--- config.mk ---
export PLATFORM = sky130hd
export DESIGN_NAME = alu_op_sequencer_flat
export DESIGN_NICKNAME = d
export VERILOG_FILES = /design/src/rtl/alu_op_sequencer_pkg.sv /design/src/rtl/alu_op_sequencer_if.sv /design/src/rtl/alu_op_sequencer_op_fifo.sv /design/src/rtl/alu_op_sequencer.sv /design/src/flat_wrapper.sv
export SDC_FILE = /design/constraint.sdc
export NUM_CORES = 1
export LEC_CHECK = 0
export ABC_AREA = 1
export ABC_CLOCK_PERIOD_IN_PS = 2100
export BUFFER_PORTS_ARGS = -buffer_cell sky130_fd_sc_hd__buf_2
export CAP_MARGIN = 15
export CORE_AREA = 2 2 62 70
export CTS_CLUSTER_DIAMETER = 30
export DETAILED_ROUTE_END_ITERATION = 8
export DIE_AREA = 0 0 64 72
export PLACE_DENSITY = 0.83
export SYNTH_ARGS = -nofsm -noshare
export SYNTH_HDL_FRONTEND = slang
export SYNTH_SLANG_ARGS = --single-unit
export TNS_END_PERCENT = 10
--- constraint.sdc ---
create_clock -name Clock -period 2.1 [get_ports Clock]
set_clock_uncertainty 0.1 [all_clocks]
set_input_delay 0.105 -clock Clock [delete_from_list [all_inputs] [get_ports Clock]]
set_output_delay 0.105 -clock Clock [all_outputs]
set_load 0.1 [all_outputs]
--- src/rtl/alu_op_sequencer_pkg.sv ---
// Shared types and constants for the ALU op sequencer.
// Holds state encoding, ALU function codes and the default queue depth.
package alu_op_sequencer_pkg;

    localparam int DEPTH_DEF = 4;

    localparam logic [1:0] ST_IDLE   = 2'd0;
    localparam logic [1:0] ST_RUN    = 2'd1;
    localparam logic [1:0] ST_FINISH = 2'd2;

    localparam logic [2:0] FN_ADD_RIPPLE = 3'b000;
    localparam logic [2:0] FN_ADD_CLA    = 3'b001;
    localparam logic [2:0] FN_SUB        = 3'b010;
    localparam logic [2:0] FN_AND        = 3'b011;
    localparam logic [2:0] FN_OR         = 3'b100;
    localparam logic [2:0] FN_XOR        = 3'b101;
    localparam logic [2:0] FN_SHL        = 3'b110;
    localparam logic [2:0] FN_HOLD       = 3'b111;

    typedef struct packed {
        logic [3:0] data;
        logic [2:0] func;
    } op_t;

endpackage

--- src/rtl/alu_op_sequencer_if.sv ---
// Producer/control/result bundle of the ALU op sequencer.
// master drives ops and control, slave is the sequencer itself.
interface alu_op_sequencer_if
    import alu_op_sequencer_pkg::*;
#(
    parameter int DEPTH = DEPTH_DEF
);
    localparam int CW = $clog2(DEPTH) + 1;

    logic          In_valid;
    logic          In_ready;
    logic [3:0]    In_data;
    logic [2:0]    In_func;
    logic          Start;
    logic          Abort;
    logic [3:0]    Data;
    logic [2:0]    Function;
    logic          Busy;
    logic          Done;
    logic [CW-1:0] Count;

    modport master (
        output In_valid, In_data, In_func, Start, Abort,
        input  In_ready, Data, Function, Busy, Done, Count
    );

    modport slave (
        input  In_valid, In_data, In_func, Start, Abort,
        output In_ready, Data, Function, Busy, Done, Count
    );

endinterface

--- src/rtl/alu_op_sequencer_op_fifo.sv ---
// Op queue: power-of-two FIFO with wrapping pointers and occupancy count.
// Flush empties it in one edge and wins over push/pop.
module op_fifo
    import alu_op_sequencer_pkg::*;
#(
    parameter int DEPTH = DEPTH_DEF,
    parameter int CW    = $clog2(DEPTH) + 1
) (
    input  logic          clk,
    input  logic          rst_n,
    input  logic          flush,
    input  logic          push,
    input  op_t           din,
    input  logic          pop,
    output op_t           dout,
    output logic          full,
    output logic          empty,
    output logic [CW-1:0] count
);
    localparam int AW = $clog2(DEPTH);

    logic [AW-1:0] wr_ptr_q, wr_ptr_d;
    logic [AW-1:0] rd_ptr_q, rd_ptr_d;
    logic [CW-1:0] cnt_q, cnt_d;
    op_t           mem_q [DEPTH];
    logic          do_push;
    logic          do_pop;

    assign full    = (cnt_q == CW'(DEPTH));
    assign empty   = (cnt_q == '0);
    assign count   = cnt_q;
    assign dout    = mem_q[rd_ptr_q];
    assign do_push = push && !full && !flush;
    assign do_pop  = pop && !empty && !flush;

    always_comb begin
        wr_ptr_d = wr_ptr_q + AW'(do_push);
        rd_ptr_d = rd_ptr_q + AW'(do_pop);
        cnt_d    = cnt_q + CW'(do_push) - CW'(do_pop);
        if (flush) begin
            wr_ptr_d = '0;
            rd_ptr_d = '0;
            cnt_d    = '0;
        end
    end

    always_ff @(posedge clk or negedge rst_n) begin
        if (!rst_n) begin
            wr_ptr_q <= '0;
            rd_ptr_q <= '0;
            cnt_q    <= '0;
        end else begin
            wr_ptr_q <= wr_ptr_d;
            rd_ptr_q <= rd_ptr_d;
            cnt_q    <= cnt_d;
        end
    end

    // Storage needs no reset: only entries below cnt_q are ever read.
    always_ff @(posedge clk) begin
        if (do_push) mem_q[wr_ptr_q] <= din;
    end

endmodule

--- src/rtl/alu_op_sequencer.sv ---
// Queues ALU ops while idle, then issues them one per cycle on Start.
// Outputs idle at FN_HOLD/0 so the downstream ALU register keeps its value.
module alu_op_sequencer
    import alu_op_sequencer_pkg::*;
#(
    parameter int DEPTH = DEPTH_DEF
) (
    input  logic                Clock,
    input  logic                Reset_b,
    alu_op_sequencer_if.slave   bus
);
    localparam int CW = $clog2(DEPTH) + 1;

    logic [1:0]    state_q, state_d;
    logic [3:0]    data_q, data_d;
    logic [2:0]    func_q, func_d;
    logic          done_q, done_d;
    logic          push;
    logic          pop;
    logic          full;
    logic          empty;
    logic [CW-1:0] count;
    op_t           head;
    op_t           in_op;

    assign in_op       = '{data: bus.In_data, func: bus.In_func};
    assign bus.In_ready = (state_q == ST_IDLE) && !full;
    assign push        = bus.In_valid && bus.In_ready && !bus.Abort;

    op_fifo #(.DEPTH(DEPTH), .CW(CW)) u_fifo (
        .clk   (Clock),
        .rst_n (Reset_b),
        .flush (bus.Abort),
        .push  (push),
        .din   (in_op),
        .pop   (pop),
        .dout  (head),
        .full  (full),
        .empty (empty),
        .count (count)
    );

    always_comb begin
        state_d = state_q;
        data_d  = data_q;
        func_d  = func_q;
        done_d  = 1'b0;
        pop     = 1'b0;
        if (bus.Abort) begin
            state_d = ST_IDLE;
            data_d  = '0;
            func_d  = FN_HOLD;
        end else begin
            unique case (state_q)
                ST_IDLE: begin
                    data_d = '0;
                    func_d = FN_HOLD;
                    // A push on the Start edge counts toward occupancy.
                    if (bus.Start)
                        state_d = (!empty || push) ? ST_RUN : ST_FINISH;
                end
                ST_RUN: begin
                    pop    = 1'b1;
                    data_d = head.data;
                    func_d = head.func;
                    if (count == CW'(1)) state_d = ST_FINISH;
                end
                ST_FINISH: begin
                    state_d = ST_IDLE;
                    data_d  = '0;
                    func_d  = FN_HOLD;
                    done_d  = 1'b1;
                end
                default: begin
                    state_d = ST_IDLE;
                    data_d  = '0;
                    func_d  = FN_HOLD;
                end
            endcase
        end
    end

    always_ff @(posedge Clock or negedge Reset_b) begin
        if (!Reset_b) begin
            state_q <= ST_IDLE;
            data_q  <= '0;
            func_q  <= FN_HOLD;
            done_q  <= 1'b0;
        end else begin
            state_q <= state_d;
            data_q  <= data_d;
            func_q  <= func_d;
            done_q  <= done_d;
        end
    end

    assign bus.Data     = data_q;
    assign bus.Function = func_q;
    assign bus.Busy     = (state_q != ST_IDLE);
    assign bus.Done     = done_q;
    assign bus.Count    = count;

endmodule

--- src/flat_wrapper.sv ---
// flat-port wrapper written by rule: the top's interface ports become plain ports
module alu_op_sequencer_flat import alu_op_sequencer_pkg::*;
#(
    parameter int DEPTH = DEPTH_DEF
)
  (Clock, Reset_b, bus_In_valid, bus_In_data, bus_In_func, bus_Start, bus_Abort, bus_In_ready, bus_Data, bus_Function, bus_Busy, bus_Done, bus_Count);
  alu_op_sequencer_if #(.DEPTH(DEPTH)) bus_i ();
  input  logic Clock;
  input  logic Reset_b;
  input wire logic [$bits(bus_i.In_valid)-1:0] bus_In_valid;
  input wire logic [$bits(bus_i.In_data)-1:0] bus_In_data;
  input wire logic [$bits(bus_i.In_func)-1:0] bus_In_func;
  input wire logic [$bits(bus_i.Start)-1:0] bus_Start;
  input wire logic [$bits(bus_i.Abort)-1:0] bus_Abort;
  output wire logic [$bits(bus_i.In_ready)-1:0] bus_In_ready;
  output wire logic [$bits(bus_i.Data)-1:0] bus_Data;
  output wire logic [$bits(bus_i.Function)-1:0] bus_Function;
  output wire logic [$bits(bus_i.Busy)-1:0] bus_Busy;
  output wire logic [$bits(bus_i.Done)-1:0] bus_Done;
  output wire logic [$bits(bus_i.Count)-1:0] bus_Count;
  assign bus_i.In_valid = bus_In_valid;
  assign bus_i.In_data = bus_In_data;
  assign bus_i.In_func = bus_In_func;
  assign bus_i.Start = bus_Start;
  assign bus_i.Abort = bus_Abort;
  assign bus_In_ready = bus_i.In_ready;
  assign bus_Data = bus_i.Data;
  assign bus_Function = bus_i.Function;
  assign bus_Busy = bus_i.Busy;
  assign bus_Done = bus_i.Done;
  assign bus_Count = bus_i.Count;
  alu_op_sequencer #(.DEPTH(DEPTH)) u_core (.Clock(Clock), .Reset_b(Reset_b), .bus(bus_i));
endmodule
== Word-level counts from Yosys, hierarchy flattened ==
Memories as Yosys holds them, arrays and structs flattened.
Index checks and enable logic that the tools add are counted.
Widths: inputs -> output; s select.

* Bits in registers: 17
* RAM bits: 28
* Input bits: 12
* Output and inout port bits: 13
* Logic and storage cells: 51
* Memories: 1

* Add/subtract/negate cells: 4
* Equal/unequal tests: 6
* Muxes and demuxes: 18
* Reductions and logical operators: 15

{| class="wikitable"
|+ Memories
! memory !! words !! bits a word !! rd ports !! clocked after memory_dff !! wr ports !! RTL line !! RTL
|-
| u_core.u_fifo.mem_q || 4 || 7 || 1 || 0 || 1 || alu_op_sequencer_op_fifo.sv:25 || <nowiki>op_t mem_q [DEPTH];</nowiki>
|}

{| class="wikitable"
|+ Operators with widths
! cell !! count
|-
| $mux 2 || 6
|-
| $mux 3 || 3
|-
| $mux 4 || 2
|-
| $logic_and 1x1->1 || 7
|-
| $mux 1 || 6
|-
| $add 2x1->2 || 2
|-
| $pmux 2 s2 || 1
|-
| $add 3x1->3 || 1
|-
| $eq 3x1->1 const B || 1
|-
| $eq 3x3->1 const B || 1
|-
| $logic_not 1->1 || 3
|-
| $logic_not 3->1 || 1
|-
| $ne 3x2->1 const B || 1
|-
| $ne 3x3->1 const B || 1
|-
| $sub 3x1->3 || 1
|-
| $eq 2x1->1 const B || 1
|-
| $eq 2x2->1 const B || 1
|-
| $logic_not 2->1 || 1
|-
| $reduce_and 2->1 || 1
|-
| $reduce_bool 2->1 || 1
|-
| $logic_or 1x1->1 || 1
|}

== Longest topological paths before layout ==
* Depth in word-level cells: 10
* Mapped depth: 14
* Mapped depth without buffers: 13

== Hierarchy ==
A second synthesis with hierarchy kept.

* Cell total of the unflattened synthesis: 179
* Area, all modules: 1,970.6 um^2

{| class="wikitable"
|+ Modules (own cells, without submodules)
! module !! times used !! cells an instance !! area an instance (um^2)
|-
| op_fifo || 1 || 134 || 1,552.7
|-
| alu_op_sequencer || 1 || 45 || 417.9
|}

== Least setup slack after synthesis ==
No wires, ideal clock.

* Path kind: flip-flop to output port
* Start point: register u_core.state_q[1]
* End point: output bus_In_ready
* Arrival: 2.565 ns
* Path slack: -0.670 ns
* Cell stages (with the launch flop): 4
* Path buffers: 0
* Path through: dfrtp_1 > inv_1 > nand2_1 > nor2_1

* Word-level cells in the longest chain between the ends: 2

{| class="wikitable"
|+ Ends and longest elaborated chain
! what !! RTL line !! RTL
|-
| start, declared || alu_op_sequencer.sv:14 || <nowiki>logic [1:0] state_q, state_d;</nowiki>
|-
| start signal, assigned || alu_op_sequencer.sv:90 || <nowiki>state_q <= state_d;</nowiki>
|-
| $logic_not 2->1 || alu_op_sequencer.sv:27 || <nowiki>assign bus.In_ready = (state_q == ST_IDLE) && !full;</nowiki>
|-
| $logic_and 1x1->1 || alu_op_sequencer.sv:27 ||
|-
| end, declared || flat_wrapper.sv:15 || <nowiki>output wire logic [$bits(bus_i.In_ready)-1:0] bus_In_ready;</nowiki>
|}

Every way passes these cells.

== Final worst setup path ==
* Start point: register u_core.u_fifo.cnt_q[1] (netlist: u_core.u_fifo.count[1])
* End point: register u_core.u_fifo.cnt_q[2] (netlist: u_core.u_fifo.count[2])

* Word-level cells in the longest chain between the ends: 10

{| class="wikitable"
|+ Ends and longest elaborated chain
! what !! RTL line !! RTL
|-
| start, declared || alu_op_sequencer_op_fifo.sv:24 || <nowiki>logic [CW-1:0] cnt_q, cnt_d;</nowiki>
|-
| start signal, assigned || alu_op_sequencer_op_fifo.sv:55 || <nowiki>cnt_q <= cnt_d;</nowiki>
|-
| $eq 3x3->1 || alu_op_sequencer_op_fifo.sv:29 || <nowiki>assign full = (cnt_q == CW'(DEPTH));</nowiki>
|-
| $logic_not 1->1 || alu_op_sequencer_op_fifo.sv:33, alu_op_sequencer.sv:27 ||
|-
| $logic_and 1x1->1 || alu_op_sequencer.sv:27 ||
|-
| $logic_and 1x1->1 (2 in series) || alu_op_sequencer.sv:28 || <nowiki>assign push = bus.In_valid && bus.In_ready && !bus.Abort;</nowiki>
|-
| $logic_and 1x1->1 (2 in series) || alu_op_sequencer_op_fifo.sv:33 || <nowiki>assign do_push = push && !full && !flush;</nowiki>
|-
| $add 3x1->3 || alu_op_sequencer_op_fifo.sv:39 || <nowiki>cnt_d = cnt_q + CW'(do_push) - CW'(do_pop);</nowiki>
|-
| $sub 3x1->3 * || alu_op_sequencer_op_fifo.sv:39 ||
|-
| $mux 3 * || alu_op_sequencer_op_fifo.sv:40 || <nowiki>if (flush) begin</nowiki>
|-
| via u_core.u_fifo.cnt_d[2] || alu_op_sequencer_op_fifo.sv:24 ||
|}

The timed path passes the listed nets; every way through them passes the cells marked *.
A chain may end at the register's enable or synchronous reset.

==> qor.yml <==
whs_ns: 0.0638
avgSynthCellArea_um2: 10.9
rsz0062_at_grt: "yes"
outcome: "finished with violations"
yosysWarnings: 0
io_buffer_count: 24
synth_top_area_share_pct: 43.5
dr_total_vias: 1350
maxCapViolCount: 0
synth-seq-area-share_pct: 65.7
fmax_mhz: 471
endpoint_kind: "flop"
hold_class: "in2reg"
ctsLongestPathBuffers: 2
synthToLayoutAreaGrowth_pct: 29.2
drt_iter0_markers: 84
multiInputGateArea_um2: 613
violations: "setup timing"
dr.pass1.iters: 6
dp_hpwl_mm: 2.30
synthTopCellsByArea: "edfxtp_1 (44%), dfrtp_1 (18%), nand2_1 (11%), dfstp_2 (4.1%), inv_1 (2.7%)"
worstMarginPinSlew_ns: 0.513
synth-seq-cells: 45
worstHoldStart: "bus_Abort"
synth-simple-area-share_pct: 22.1
powerDensity_mw_per_mm2: 1100
peakVddDrop_mv: 0.428
routedWlPerCell_um: 12.8
final_max_slew_viol_count: 0
critPathBufInv: 4
seqPwrFrac_pct: 39.8
slowest_delay_ns: 0.51
p_switching_uw: 1090
via_per_inst: 4.74
synth_compound_area_share_pct: 2.07
grt_pass1_wl_mm: 5.53
seq_area_mm2: 0.00128
crit_family: "adder cells"
layout_common_cells: "nand2_1 (57), edfxtp_1 (28), buf_2 (24), buf_4 (18), dfrtp_1 (11)"
clockRootBuffer: "clkbuf_8"
rows: 24
cp_cell_sequence: "nor2_4 > nand2_2 > inv_2 > nor2_4 > inv_2 > ha_4 > inv_4 > ha_4 > inv_2 > fa_2 > nand3_2 > nand2_1 > nor2_1"
htree_levels: 2
grt-ovfl-total: 0
die_area_mm2: 0.00461
path_class: "reg2reg"
synth_xor_area_share_pct: 0.453
finalNetCount: 249
grt_usage_pct: 16.2
path_clk_slew_ns: 0.08
fin_crit_sh_pct: 101
drive_gt1_share_pct: 39.5
synth_largest_area_cell: "edfxtp_1"
setup_violations: 1
synth_top_family_by_area: "simple AND/OR/NAND/NOR gates"
syn_area_mm2: 0.00193
cts_made_buffers: 5
grt_max_degree: 18
synth_nets: 194
die_height_um: 72
muxShareOfSynthArea_pct: 0
critPathSlowestCell: "dfrtp_4"
comb_power_share_pct: 39.8
slew_headroom_pct: 65.8
drt-total-wl_mm: 3.65
hold_viol: 0
synth_adder_area_share_pct: 3.63
swShare_pct: 39.7
critPathArrivalTime_ns: 2.24
clock_latency_ns: 0.29
fillCellCount: 267
p_leak_uw: 0.00110
p_clk_share_pct: 20.4
grt_antenna_before_repair: 0
path_max_fanout: 3
final_common_cell: "nand2_1"
crit_top_cell: "inv_2"
ant_nets: 0
ys_types: 20
cts_sinks: 45
drc: 0
gp_congestion: 0.774
netlist_instances: 177
worstReg2RegStart: "u_core.u_fifo.count[1]"
io_pins: 25
n_antenna_cell: 0
worstPathRequired_ns: 2.22
period_needed_ns: 2.12
core_area_mm2: 0.00387
setup_ws_ns: -0.0235
fin_tns_setup_ns: -0.0235
crit_start: "u_core.u_fifo.count[1]"
start_util_pct: 49.9
cts_tree: "built"
critPathLaunchType: "flop"
die_w_um: 64
power.internal_uw: 1660
grt_pass1_vias: 1284
==> sequential cells by signal, indices dropped and copies added, names as in the netlist <==
| register | flops |
|---|---|
| u_core.bus.Function | 3 |
| u_core.u_fifo.wr_ptr_q | 2 |
| u_core.state_q | 2 |
| u_core.bus.Data | 4 |
| u_core.u_fifo.count | 3 |
| u_core.u_fifo.mem_q | 28 |
| u_core.u_fifo.rd_ptr_q | 2 |
| u_core.bus.Done | 1 |
==> worst reg2reg max path: stages (launching register included) <==
cell and delay [ns]:
dfrtp_4 0.51, nor2_4 0.13, nand2_2 0.07, inv_2 0.08, nor2_4 0.04, inv_2 0.07
ha_4 0.20, inv_4 0.05, ha_4 0.11, inv_2 0.04, fa_2 0.40, nand3_2 0.07
nand2_1 0.06, nor2_1 0.12
==> worst paths after layout <==
check                                          to  slack (ns)  cells past startpoint
max                        u_core.u_fifo.count[2]       -0.02                     13
min                        u_core.u_fifo.count[1]        0.06                      3
max reg2reg                u_core.u_fifo.count[2]       -0.02                     13
min reg2reg                       u_core.bus.Done        0.36                      1
max in group asynchronous  u_core.bus.Function[2]        1.44                      2
min in group asynchronous  u_core.u_fifo.count[1]        0.15                      2
==> repair_timing <==
item                                   4_1_cts  5_1_grt
buffers inserted                             5        5
hold buffers                                 9        0
endpoints found under the hold margin       48        0
gates cloned                                 0        0
gates resized for setup                      4       14
setup endpoints to repair                    2        2
pin swaps                                    3        9
==> cell usage after synthesis <==
master,count
o21ai_0,1
dfstp_2,3
nor3_1,1
edfxtp_1,28
nand3_1,8
inv_2,5
buf_6,4
nor2_4,3
nor2_1,11
fa_1,1
nor2_2,4
nand2_2,8
dfrtp_1,14
ha_1,4
a21oi_1,6
xnor2_1,1
o21ai_1,1
inv_1,14
nand3_2,1
nand2_1,59
==> logic make-up after synthesis <==
family / Yosys count
flops: 45
simple gates: 95
compound gates: 8
fa+ha+maj: 5
xor+xnor: 1
buf+inv: 23
==> per-stage QoR <==
stage,utilization (%),worst slack [ns],cells,power [µW],cell area [µm²]
2_1_floorplan,-,-0.207,177,1780,1950
3_3_place_gp,55.7,0.0416,258,1960,2160
3_5_place_dp,55.7,-0.0564,258,1980,2160
4_1_cts,61.7,0.00974,280,2620,2390
5_1_grt,64.4,-0.113,285,2870,2500
6_report,64.4,-0.0235,285,2760,2500
==> cell type report <==
| class | instances | area share [%] |
|---|---|---|
| Sequential cell | 45 | 51.2 |
| Multi-Input combinational cell | 109 | 24.6 |
| Timing Repair Buffer | 52 | 14.6 |
| Clock buffer | 6 | 3.31 |
| Inverter | 19 | 2.96 |
| Tap cell | 52 | 2.61 |
| Clock inverter | 2 | 0.702 |
==> power by group through the flow <==
stage | sequential, µW | combinational [µW] | clock [µW]
6_report | 1100 | 1100 | 564
3_5_place_dp | 1110 | 871 | 0
5_1_grt | 1110 | 1170 | 599
2_1_floorplan | 1320 | 456 | 0
4_1_cts | 1090 | 976 | 564
3_3_place_gp | 1100 | 858 | 0
==> metal layers <==
layer  vias up  routed length, µm  global-route usage, %  part of all wire (%)
li1        672                  -                      -                     -
met1       638               1470                   17.8                    40
met2        36               1990                   29.3                    54
met3         4                147                   2.79                   4.0
met4         0                 49                   9.18                   1.3
met5         -                  0                      0                     0
Note: power is estimated with default switching activity, not from simulation.
